### src/rtl/fifo_wr_ctrl.sv
// Write-domain pointer and flag controller for the UART asynchronous FIFO.
// Produces the memory write address, the registered Gray write pointer, and full/level/overflow status.
module fifo_wr_ctrl #(
    parameter int ADDR_WD   = 3,
    parameter int PTR_WD    = ADDR_WD + 1,
    parameter int AF_THRESH = 2**ADDR_WD - 1
) (
    input  logic              clk,
    input  logic              rst,
    input  logic              w_inc,
    input  logic [PTR_WD-1:0] rd_ptr_sync,
    input  logic              ovf_clr,
    output logic              w_en,
    output logic [ADDR_WD-1:0] w_addr,
    output logic [PTR_WD-1:0] wr_ptr,
    output logic              full,
    output logic              almost_full,
    output logic [PTR_WD-1:0] level,
    output logic              ovf
);

    localparam logic [PTR_WD-1:0] AF_LEVEL = PTR_WD'(AF_THRESH);

    logic [PTR_WD-1:0] wbin;
    logic [PTR_WD-1:0] wbin_next;
    logic [PTR_WD-1:0] rbin;

    assign wbin_next = wbin + PTR_WD'(1);

    // Full when the read pointer is exactly one lap behind: in Gray code that
    // means the top two bits differ and the rest match.
    assign full = (wr_ptr == {~rd_ptr_sync[PTR_WD-1 -: 2], rd_ptr_sync[PTR_WD-3:0]});

    assign w_en   = w_inc & ~full;
    assign w_addr = wbin[ADDR_WD-1:0];

    // NOTE: every bit of rbin is assigned on each pass, so no latch is inferred.
    always_comb begin
        rbin[PTR_WD-1] = rd_ptr_sync[PTR_WD-1];
        for (int i = PTR_WD - 2; i >= 0; i--) begin
            rbin[i] = rbin[i+1] ^ rd_ptr_sync[i];
        end
    end

    assign level       = wbin - rbin;
    assign almost_full = (level >= AF_LEVEL);

    // NOTE: sequential state uses non-blocking assignments so every register
    // samples the pre-edge values of its neighbours.
    always_ff @(posedge clk or posedge rst) begin
        if (rst) begin
            wbin   <= '0;
            wr_ptr <= '0;
            ovf    <= 1'b0;
        end else begin
            if (w_en) begin
                wbin   <= wbin_next;
                wr_ptr <= wbin_next ^ (wbin_next >> 1);
            end
            // A rejected write outranks a simultaneous clear.
            if (w_inc && full) begin
                ovf <= 1'b1;
            end else if (ovf_clr) begin
                ovf <= 1'b0;
            end
        end
    end

endmodule
### config.mk
export PLATFORM = sky130hd
export DESIGN_NAME = fifo_wr_ctrl
export DESIGN_NICKNAME = d
export VERILOG_FILES = /design/src/rtl/fifo_wr_ctrl.sv
export SDC_FILE = /design/constraint.sdc
export NUM_CORES = 1
export LEC_CHECK = 0
export CELL_PAD_IN_SITES_DETAIL_PLACEMENT = 0
export CELL_PAD_IN_SITES_GLOBAL_PLACEMENT = 1
export CORE_MARGIN = 2
export CORE_UTILIZATION = 30
export DETAILED_ROUTE_END_ITERATION = 10
export GPL_TIMING_DRIVEN = 0
export PLACE_DENSITY_LB_ADDON = 0.1
export RECOVER_POWER = 50
export SLEW_MARGIN = 15
export SYNTH_ARGS = -nofsm -noshare
export SYNTH_HDL_FRONTEND = slang
export SYNTH_SLANG_ARGS = --single-unit
### constraint.sdc
create_clock -name clk -period 4.2 [get_ports clk]
set_input_delay 1.26 -clock clk [delete_from_list [all_inputs] [get_ports clk]]
set_output_delay 1.26 -clock clk [all_outputs]
set_load 0.02 [all_outputs]
**Word level (Yosys, flattened, before mapping)**

Index checks and enable logic that the tools add are counted.

- Word-level logic and storage cells: 18
- Output and inout port bits: 15
- Register bits after elaboration: 9
- Input bits: 8

- Add/subtract/negate cells: 2
- Reduce and logical (&&, ||, !) cells: 2
- Bitwise operators: 7
- Muxes and demuxes: 2
- Eq/ne operators: 1
- Order comparisons: 1

Operators with widths:

| operator | number |
|---|---|
| adder 4 x 1 -> 4 bit, second input constant | 1 |
| == test 4 bit | 1 |
| greater-or-equal comparator 4 x 3 -> 1 bit, second input constant | 1 |
| subtractor 4 bit | 1 |
| bitwise XOR 4 x 3 -> 4 bit | 1 |
| bitwise XOR 1 bit | 3 |
| 2-to-1 mux 1 bit | 2 |
| inverter 2 bit | 1 |
| nonzero test 2 bit | 1 |
| bitwise AND 1 bit | 1 |
| logical AND 1 bit | 1 |
| inverter 1 bit | 1 |

**Longest topological paths before layout**

Gate-level depths: netlist (run 1).

- Depth in word-level cells: 5
- Mapped depth: 8
- Depth with buffers taken out: 8

**Worst setup path after synthesis (run 1)**

Ideal clock, no wire load.

- Path type: input -> output
- Start point: in rd_ptr_sync[3]
- End point: out almost_full
- Cell stages on the path: 8
- Required time: 2940 ps
- Slack: -252 ps
- Data arrival time: 3192 ps
- Buffers on the path: 0
- Cells stage by stage: xnor2_1 -> xor2_1 -> xnor2_1 -> ha_1 -> fa_1 -> xnor2_1 -> nand3_1 -> o21ai_0

- Cells in the longest elaborated chain, start to end: 5

Ends and longest elaborated chain:

| what | RTL line | RTL |
|---|---|---|
| from (decl) | 11 | `input logic [PTR_WD-1:0] rd_ptr_sync,` |
| bitwise XOR 1 bit (*) | 41 | `rbin[i] = rbin[i+1] ^ rd_ptr_sync[i];` |
| bitwise XOR 1 bit (2 in a row) | 41 |  |
| subtractor 4 bit (*) | 45 | `assign level = wbin - rbin;` |
| net level[2] | 18 | `output logic [PTR_WD-1:0] level,` |
| greater-or-equal comparator 4 x 3 -> 1 bit (*) | 46 | `assign almost_full = (level >= AF_LEVEL);` |
| to (decl) | 17 | `output logic almost_full,` |

The timed path passes the listed nets; every way through them passes the cells marked *.

**Worst setup path in the final report (run 1)**

- Start point: in rd_ptr_sync[1]
- End point: out w_en

- Cells in the longest elaborated chain, start to end: 3

Ends and longest elaborated chain:

| what | RTL line | RTL |
|---|---|---|
| == test 4 bit | 32 | `assign full = (wr_ptr == {~rd_ptr_sync[PTR_WD-1 -: 2], rd_ptr_sync[PTR_WD-3:0]});` |
| inverter 1 bit | 34 | `assign w_en = w_inc & ~full;` |
| bitwise AND 1 bit | 34 |  |
| to (decl) | 13 | `output logic w_en,` |

No other way between the ends.

==> results.sh, run 1 <==
export IMPL_slowest_delay_ns=0.42
export IMPL_yosys_warnings=0
export IMPL_cellLeakagePower_nw=0.460
export IMPL_cts_inserted_buffers=3
export IMPL_place_inst=111
export IMPL_finalSetupViolCount=0
export IMPL_cts_sinks=8
export IMPL_grtUsageTotal_pct=12.1
export IMPL_synth_top_family_by_area="XOR/XNOR gates"
export IMPL_hp_class="flip-flop to flip-flop"
export IMPL_tritoncts="yes"
export IMPL_cp_arrival_ns=2.89
export IMPL_synth_nets=75
export IMPL_insertion_delay_ns=0.25
export IMPL_setup_slack_ns=0.0529
export IMPL_path_class="input pin to output port"
export IMPL_post_dp_cell_area_um2=866
export IMPL_start_kind="input pin"
export IMPL_htree_levels=1
export IMPL_via_per_inst=4.12
export IMPL_grt_pass1_vias=492
export IMPL_p_seq_share_pct=20.5
export IMPL_intPower_mw=0.456
export IMPL_relSlewSlack_pct=69.3
export IMPL_swShare_pct=46.5
export IMPL_power_density_mw_per_mm2=849
export IMPL_fmax_mhz=241
export IMPL_antenna_found_initial=0
export IMPL_rsz0062_at_grt="true"
export IMPL_tightest_slew_ns=0.460
export IMPL_dieArea_mm2=0.00234
export IMPL_syn2layout_area_growth_pct=69.7
export IMPL_grt_max_degree=11
export IMPL_syn_inst=62
export IMPL_required_ns=2.94
export IMPL_die_x_um=48.4
export IMPL_endpoint_kind="output port"
export IMPL_drt_pass1_iter_count=3
export IMPL_post_route_util_pct=52.7
export IMPL_synth_seq_area_share_pct=33.9
export IMPL_cts_root_buffer="clkbuf_4"
export IMPL_rows=16
export IMPL_ctsHoldBuffers=0
export IMPL_ir_drop_v=0.000383
export IMPL_fin_area_mm2=0.00100
export IMPL_hold_viol_final=0
export IMPL_routedWlPerCell_um=10.5
export IMPL_synth_cell_type_count=18
export IMPL_clock_skew_ns=0.00327
export IMPL_finalWirelength_um=1320
export IMPL_worst_path_max_delay_cell="clkbuf_1"
export IMPL_dr_first_iter_drc_count=1
export IMPL_avgSynthCellArea_um2=9.53
export IMPL_path_max_fanout=10
export IMPL_tns_ns=0
export IMPL_clk_pin_slew_ns=0.05
export IMPL_n_fill_cell=182
export IMPL_path_cells="clkdlybuf4s15_1 -> xor2_1 -> o41ai_2 -> clkbuf_1 -> inv_1 -> dlygate4sd2_1"
export IMPL_drc=0
export IMPL_synth_seq_cells=8
export IMPL_synthMuxAreaShare_pct=1.91
export IMPL_period_share_pct=98.7
export IMPL_switchingPower_mw=0.396
export IMPL_gp_congestion=0.707
export IMPL_gr_total_overflow=0
export IMPL_power_share_clock_pct=6.7
export IMPL_clk_path_buf_depth=2
export IMPL_synthSimpleGateAreaFrac_pct=10.4
export IMPL_syn_cell_area_um2=591
export IMPL_fp_dieH_um=48.4
export IMPL_hpwl_um=958
export IMPL_drv_slew=0
export IMPL_diodes=0
export IMPL_fp_coreArea_mm2=0.00190
export IMPL_synth_compound_area_share_pct=9.96
export IMPL_drive_above_1_share_pct=35.4
export IMPL_final_cells=126
export IMPL_place_ws_ns=-0.954
export IMPL_num_vias=519
export IMPL_status="finished, final reports clean"
export IMPL_max_cap_viol_count=0
export IMPL_detail_route_antenna_nets=0
export IMPL_synth_adder_area_share_pct=11.9
export IMPL_numPortBuffers=22
export IMPL_start_util_pct=31.1
export IMPL_grt_pass1_wl_um=2190
export IMPL_pin_count=23
export IMPL_layout_nets=114
export IMPL_p_comb_share_pct=72.8
export IMPL_timing_final_crit_period_ns=4.15
export IMPL_synth_xor_area_share_pct=23.7
## cells in the mapped netlist
cell,n,area (µm²)
nand2_1,4,15.0
ha_1,4,50.1
buf_6,1,11.3
nor2_1,1,3.75
nor3b_1,1,7.51
nor4_1,1,6.26
o41ai_2,1,16.3
fa_1,1,20.0
o21ai_0,7,35.0
nor2_2,2,12.5
nor2b_1,1,6.26
xnor2_1,9,78.8
xor2_1,7,61.3
inv_1,10,37.5
mux2_2,1,11.3
nand3_1,2,10.0
a21boi_0,1,7.51
dfrtp_1,8,200
## power by group through the flow
stage / Clock (mW) / Sequential (mW) / Combinational, mW
floorplan: 0 / 0.205 / 0.341
global placement: 0 / 0.172 / 0.601
detailed placement: 0 / 0.174 / 0.603
CTS: 0.0604 / 0.172 / 0.624
global route: 0.0631 / 0.184 / 0.677
finish: 0.0571 / 0.175 / 0.619
## repair_timing
action                                  in CTS  in global routing
gates resized for setup                     40                  7
pin swaps                                    7                  3
endpoints found under the setup margin       7                  2
buffers inserted                            11                  1
## cell usage in the layout, fill, tap and decap left out, types with 2 or more instances in the layout
cell type | synthesis | routed
clkdlybuf4s50_1 | 0 | 10
nor2_2 | 2 | 2
inv_1 | 10 | 9
o21ai_0 | 7 | 5
dlygate4sd2_1 | 0 | 4
xnor2_1 | 9 | 7
clkbuf_4 | 0 | 3
nand2_1 | 4 | 4
buf_4 | 0 | 12
dfrtp_1 | 8 | 8
xor2_1 | 7 | 6
buf_6 | 1 | 2
ha_1 | 4 | 2
buf_2 | 0 | 3
## metal layers
layer,part of all wire (%),global-route usage (%)
met1,51,17.4
met2,42,16.7
met3,6.1,3.40
met4,0.61,5.71
met5,0,0
## through the flow
stage          hold slack (ns)  total power [mW]
3_5_place_dp             0.520             0.777
4_1_cts                  0.533             0.857
6_report                 0.526             0.851
5_1_grt                  0.567             0.924
2_1_floorplan            0.610             0.547
3_3_place_gp             0.512             0.773
## flip-flops by register name, summed over array words and instances (netlist names)
name and flops:
wbin 3, wr_ptr 4, ovf 1
## final timing paths
check	start	to	slack, ns	cells after the start
worst max-delay path	rd_ptr_sync[1]	w_en	0.05	6
worst min-delay path	wr_ptr[1]	wr_ptr[1]	0.53	2
worst max register to register	wr_ptr[3]	wbin[1]	1.87	11
worst min register to register	wr_ptr[1]	wr_ptr[1]	0.53	2
max in group asynchronous	rst	wbin[1]	2.56	2
min in group asynchronous	rst	wbin[2]	1.40	2
## worst max-delay path: cells and delay by family
kind                   cells  cell delay [ns]
AO/OA/AOI/OAI              1             0.40
XOR/XNOR                   1             0.19
buffers and inverters      4             1.05
## cell type report
cell class | count | area [µm²] | share of cell area (%)
Buffer | 1 | 3.75 | 0.375
Clock buffer | 3 | 22.5 | 2.25
Sequential cell | 8 | 200 | 20.0
Timing Repair Buffer | 34 | 298 | 29.7
Inverter | 10 | 37.5 | 3.75
Tap cell | 27 | 33.8 | 3.37
Multi-Input combinational cell | 43 | 407 | 40.6
## kinds of logic after synthesis
group / after synthesis
and+or+nand+nor: 12
xor gates and xnor gates: 16
muxes: 1
AOI/OAI and AO/OA: 9
DFF: 8
buffers and inverters: 11
adders and majority gates: 5
Power figures use the tool's default switching activity.
==> run 2: changes to the inputs <==
--- a/config.mk
+++ b/config.mk
@@ -7,7 +7,6 @@
 export LEC_CHECK = 0
 export CELL_PAD_IN_SITES_DETAIL_PLACEMENT = 0
 export CELL_PAD_IN_SITES_GLOBAL_PLACEMENT = 1
-export CORE_MARGIN = 2
 export CORE_UTILIZATION = 30
 export DETAILED_ROUTE_END_ITERATION = 10
 export GPL_TIMING_DRIVEN = 0
==> results.sh, run 2 (synthesis results as in run 1) <==
export IMPL_intPower_mw=0.465
export IMPL_ir_drop_v=0.000542
export IMPL_required_ns=2.94
export IMPL_grt_pass1_vias=499
export IMPL_clk_pin_slew_ns=0.06
export IMPL_relSlewSlack_pct=71.1
export IMPL_finalSetupViolCount=0
export IMPL_path_class="input pin to output port"
export IMPL_start_kind="input pin"
export IMPL_worstRegToRegCells=11
export IMPL_gp_congestion=0.670
export IMPL_min_delay_start="wr_ptr[2]"
export IMPL_grt_pass1_wl_um=2210
export IMPL_clock_skew_ns=0.000289
export IMPL_fp_coreArea_mm2=0.00178
export IMPL_path_max_fanout=2
export IMPL_detail_route_antenna_nets=0
export IMPL_gr_total_overflow=0
export IMPL_reg_top3="wr_ptr (4), wbin (3), ovf (1)"
export IMPL_hold_viol_final=0
export IMPL_r2r_end="wbin[1]"
export IMPL_clk_path_buf_depth=2
export IMPL_cts_root_buffer="clkbuf_4"
export IMPL_p_total_mw=0.872
export IMPL_start_util_pct=33.1
export IMPL_fp_dieH_um=46.4
export IMPL_antenna_found_initial=0
export IMPL_via_per_inst=4.31
export IMPL_htree_levels=1
export IMPL_tritoncts="yes"
export IMPL_switchingPower_mw=0.406
export IMPL_period_share_pct=98.5
export IMPL_regMostFlops="wr_ptr"
export IMPL_r2r_slack_ns=1.84
export IMPL_drc=0
export IMPL_worst_path_max_delay_cell="fa_2"
export IMPL_fin_area_mm2=0.00101
export IMPL_layout_nets=114
export IMPL_timing_final_crit_period_ns=4.14
export IMPL_diodes=0
export IMPL_largest_reg_flops=4
export IMPL_slowest_delay_ns=0.44
export IMPL_path_cells="buf_8 -> xnor2_4 -> xor2_2 -> xnor2_1 -> ha_2 -> fa_2 -> inv_2 -> nand3_2 -> o21ai_2 -> buf_6"
export IMPL_drv_slew=0
export IMPL_dr_first_iter_drc_count=4
export IMPL_tightest_slew_ns=0.430
export IMPL_max_cap_viol_count=0
export IMPL_status="finished, final reports clean"
export IMPL_num_vias=535
export IMPL_insertion_delay_ns=0.25
export IMPL_drive_above_1_share_pct=35.4
export IMPL_pin_count=23
export IMPL_post_dp_cell_area_um2=863
export IMPL_n_fill_cell=165
export IMPL_power_density_mw_per_mm2=866
export IMPL_min_path_cells=2
export IMPL_p_comb_share_pct=73.3
export IMPL_syn2layout_area_growth_pct=70.6
export IMPL_mostFrequentLayoutCells="clkdlybuf4s50_1, buf_4, inv_1, dfrtp_1, xnor2_1"
export IMPL_routedWlPerCell_um=11.6
export IMPL_rr_startpoint="wr_ptr[3]"
export IMPL_swShare_pct=46.6
export IMPL_grt_max_degree=11
export IMPL_hpwl_um=1000
export IMPL_crit_family="adder cells"
export IMPL_power_share_clock_pct=6.7
export IMPL_p_seq_share_pct=19.9
export IMPL_cp_num_buf_inv=3
export IMPL_hp_class="flip-flop to flip-flop"
export IMPL_rows=15
export IMPL_numPortBuffers=22
export IMPL_cts_sinks=8
export IMPL_fmax_mhz=242
export IMPL_dieArea_mm2=0.00215
export IMPL_cp_arrival_ns=2.88
export IMPL_grtUsageTotal_pct=15.2
export IMPL_die_x_um=46.4
export IMPL_hold_end="wr_ptr[2]"
export IMPL_finalWirelength_um=1440
export IMPL_rsz0062_at_grt="true"
export IMPL_cts_inserted_buffers=3
export IMPL_cellLeakagePower_nw=0.460
export IMPL_drt_pass1_iter_count=3
export IMPL_endpoint_kind="output port"
## run 2: cell count changes in the layout (fill, tap and decap cells not counted), sizes merged
cell,before,now
clkbuf,4,3
clkdlybuf4s50,10,12
dlygate4sd2,4,2
buf,18,19
## run 2: area by class of cell
class | instances | area (µm²) | share of cell area, %
Tap cell | 25 | 31.3 | 3.11
Clock buffer | 3 | 22.5 | 2.24
Multi-Input combinational cell | 43 | 404 | 40.1
Buffer | 1 | 11.3 | 1.12
Inverter | 10 | 37.5 | 3.73
Timing Repair Buffer | 34 | 300 | 29.8
Sequential cell | 8 | 200 | 19.9
## run 2: per-layer routing
metal	part of all wire, %	vias to the layer above	wire length [µm]	GRT usage [%]
li1	-	275	-	-
met4	1.1	0	16	7.06
met1	46	243	658	19.5
met2	47	15	680	23.6
met3	5.5	2	79	3.92
met5	0	-	0	0
## run 2: power by group through the flow
stage	Clock (mW)	Sequential, mW	Combinational, mW
after CTS	0.0611	0.172	0.642
final	0.0587	0.174	0.639
after floorplan	0	0.205	0.341
after detailed placement	0	0.172	0.611
after global placement	0	0.172	0.601
after global routing	0.0645	0.181	0.692
## run 2: tightest hold or removal path: cells and delay by family, from the launching register on
kind / cells / cell delay, ns
flip-flops: 1 / 0.38
AO/OA/AOI/OAI: 1 / 0.06
AND/OR/NAND/NOR: 1 / 0.05
## run 2: timing repair
item | 4_1_cts | 5_1_grt
gates resized for setup | 39 | 6
endpoints found under the setup margin | 7 | 3
hold buffers | 0 | 0
pin swaps | 7 | 3
setup buffers | 12 | 0
## run 2: stage by stage
stage	setup slack, ns	utilization, %	hold slack [ns]	instances	setup TNS [ns]
2_1_floorplan	0.0449	-	0.610	62	0
3_3_place_gp	-1.03	48.4	0.510	109	-4.32
3_5_place_dp	-1.00	48.4	0.518	109	-4.19
4_1_cts	0.00127	55.2	0.530	124	0
5_1_grt	-0.0695	56.5	0.577	124	-0.0695
6_report	0.0615	56.5	0.527	124	0
## run 2: how the worst max path moves through the flow
stage,startpoint,end,slack (ns),depth (start not counted)
2_1_floorplan,rd_ptr_sync[3],almost_full,0.04,8
3_3_place_gp,rd_ptr_sync[3],almost_full,-1.03,10
3_5_place_dp,rd_ptr_sync[3],almost_full,-1.00,10
4_1_cts,rd_ptr_sync[2],almost_full,0.001,10
5_1_grt,rd_ptr_sync[3],almost_full,-0.07,11
6_report,rd_ptr_sync[3],almost_full,0.06,10
==> run 3: changes to the inputs <==
--- a/config.mk
+++ b/config.mk
@@ -5,7 +5,7 @@
 export SDC_FILE = /design/constraint.sdc
 export NUM_CORES = 1
 export LEC_CHECK = 0
-export CELL_PAD_IN_SITES_DETAIL_PLACEMENT = 0
+export CELL_PAD_IN_SITES_DETAIL_PLACEMENT = 1
 export CELL_PAD_IN_SITES_GLOBAL_PLACEMENT = 1
 export CORE_UTILIZATION = 30
 export DETAILED_ROUTE_END_ITERATION = 10
==> results.sh, run 3 (synthesis results as in run 1) <==
export IMPL_switchingPower_mw=0.415
export IMPL_crit_path_start="rd_ptr_sync[3]"
export IMPL_r2r_slack_ns=1.81
export IMPL_required_ns=2.94
export IMPL_drt_pass1_iter_count=1
export IMPL_cp_arrival_ns=2.93
export IMPL_dieArea_mm2=0.00215
export IMPL_cts_inserted_buffers=3
export IMPL_timing_final_crit_period_ns=4.19
export IMPL_path_class="input pin to output port"
export IMPL_drc=0
export IMPL_ir_drop_v=0.000449
export IMPL_drive_above_1_share_pct=37.6
export IMPL_reg_top3="wr_ptr (4), wbin (3), ovf (1)"
export IMPL_intPower_mw=0.462
export IMPL_gr_total_overflow=0
export IMPL_numPortBuffers=22
export IMPL_min_path_cells=2
export IMPL_final_cells=126
export IMPL_clk_path_buf_depth=2
export IMPL_layout_nets=116
export IMPL_endpoint_kind="output port"
export IMPL_period_share_pct=99.8
export IMPL_finalWirelength_um=1690
export IMPL_hpwl_um=1130
export IMPL_antenna_found_initial=0
export IMPL_cellLeakagePower_nw=0.484
export IMPL_detail_route_antenna_nets=0
export IMPL_fin_area_mm2=0.00102
export IMPL_clk_pin_slew_ns=0.05
export IMPL_fmax_mhz=239
export IMPL_p_seq_share_pct=19.6
export IMPL_n_fill_cell=212
export IMPL_cts_root_buffer="clkbuf_4"
export IMPL_relSlewSlack_pct=72.9
export IMPL_dr_first_iter_drc_count=0
export IMPL_grtUsageTotal_pct=16.8
export IMPL_path_max_fanout=2
export IMPL_tritoncts="yes"
export IMPL_p_total_mw=0.877
export IMPL_largest_reg_flops=4
export IMPL_hold_viol_final=0
export IMPL_finalSetupViolCount=0
export IMPL_clock_skew_ns=0.00352
export IMPL_place_inst=109
export IMPL_grt_pass1_vias=526
export IMPL_p_comb_share_pct=74.0
export IMPL_diodes=0
export IMPL_cts_sinks=8
export IMPL_post_dp_cell_area_um2=863
export IMPL_post_route_util_pct=57.0
export IMPL_grt_pass1_wl_um=2460
export IMPL_fp_dieH_um=46.4
export IMPL_power_density_mw_per_mm2=863
export IMPL_fp_coreArea_mm2=0.00178
export IMPL_num_vias=553
export IMPL_insertion_delay_ns=0.25
export IMPL_die_x_um=46.4
export IMPL_tns_ns=0
export IMPL_regMostFlops="wr_ptr"
export IMPL_endpoint="almost_full"
export IMPL_via_per_inst=4.39
export IMPL_multiInputGateArea_um2=398
export IMPL_routedWlPerCell_um=13.4
export IMPL_gp_congestion=0.670
export IMPL_worstRegToRegCells=11
export IMPL_mostFrequentLayoutCells="buf_4, clkdlybuf4s50_1, inv_1, dfrtp_1, xnor2_1"
export IMPL_r2r_end="wbin[1]"
export IMPL_start_util_pct=33.1
export IMPL_layout_commonest_cell="buf_4"
export IMPL_grt_max_degree=11
export IMPL_rows=15
export IMPL_start_kind="input pin"
export IMPL_htree_levels=1
export IMPL_rr_startpoint="wr_ptr[3]"
export IMPL_ctsHoldBuffers=0
export IMPL_syn2layout_area_growth_pct=72.0
export IMPL_pin_count=23
export IMPL_drv_slew=0
export IMPL_max_cap_viol_count=0
export IMPL_hp_class="flip-flop to flip-flop"
export IMPL_swShare_pct=47.4
export IMPL_status="finished, final reports clean"
export IMPL_rsz0062_at_grt="true"
export IMPL_regArea_um2=200
export IMPL_power_share_clock_pct=6.5
export IMPL_tightest_slew_ns=0.402
==> run 3: metal layers <==
layer / vias up / GRT usage, % / part of all wire, %
met1: 263 / 21.7 / 45
met4: 0 / 1.76 / 0
li1: 277 / - / -
met2: 13 / 28.3 / 51
met3: 0 / 5.10 / 3.9
met5: - / 0 / 0
==> run 3: through the flow <==
stage | worst slack [ns] | hold slack [ns]
2_1_floorplan | 0.0449 | 0.610
3_3_place_gp | -1.03 | 0.510
3_5_place_dp | -1.06 | 0.512
4_1_cts | -0.0567 | 0.524
5_1_grt | -0.0810 | 0.561
6_report | 0.00994 | 0.531
==> run 3: worst max-delay path, cell delays in order <==
cell and delay, ns:
buf_8 0.10, xnor2_4 0.19, xor2_2 0.19, buf_4 0.14
buf_4 0.09, buf_4 0.09, inv_1 0.04, fa_2 0.34
xnor2_2 0.17, nand3_2 0.11, o21ai_2 0.07, buf_6 0.13
==> run 3: power by group through the flow <==
| stage | Combinational [mW] | Clock [mW] | Sequential (mW) |
|---|---|---|---|
| after floorplan | 0.341 | 0 | 0.205 |
| after global placement | 0.601 | 0 | 0.172 |
| after detailed placement | 0.618 | 0 | 0.172 |
| after CTS | 0.637 | 0.0601 | 0.171 |
| after global routing | 0.703 | 0.0645 | 0.179 |
| final | 0.649 | 0.0568 | 0.172 |
==> run 3: final cells by class <==
cell class	instances	share of cell area [%]
multi-input cells	43	39.2
repair buffers	36	31.0
flip-flops and latches	8	19.7
inverters	10	3.69
well taps	25	3.08
clock buffers	3	2.22
plain buffers	1	1.11
==> run 3: worst min-delay path by stage <==
| stage | start | to | slack [ns] |
|---|---|---|---|
| floorplan | wr_ptr[0] | wr_ptr[0] | 0.61 |
| global placement | wr_ptr[1] | wr_ptr[1] | 0.51 |
| detailed placement | wr_ptr[0] | wr_ptr[0] | 0.51 |
| CTS | wr_ptr[0] | wr_ptr[0] | 0.52 |
| global route | wr_ptr[0] | wr_ptr[0] | 0.56 |
| finish | wr_ptr[0] | wr_ptr[0] | 0.53 |
==> run 3: repair_timing <==
action,in CTS,in global routing
buffers inserted,11,3
setup endpoints to repair,7,4
gates resized for setup,37,9
cloned,0,0
pin swaps,7,7
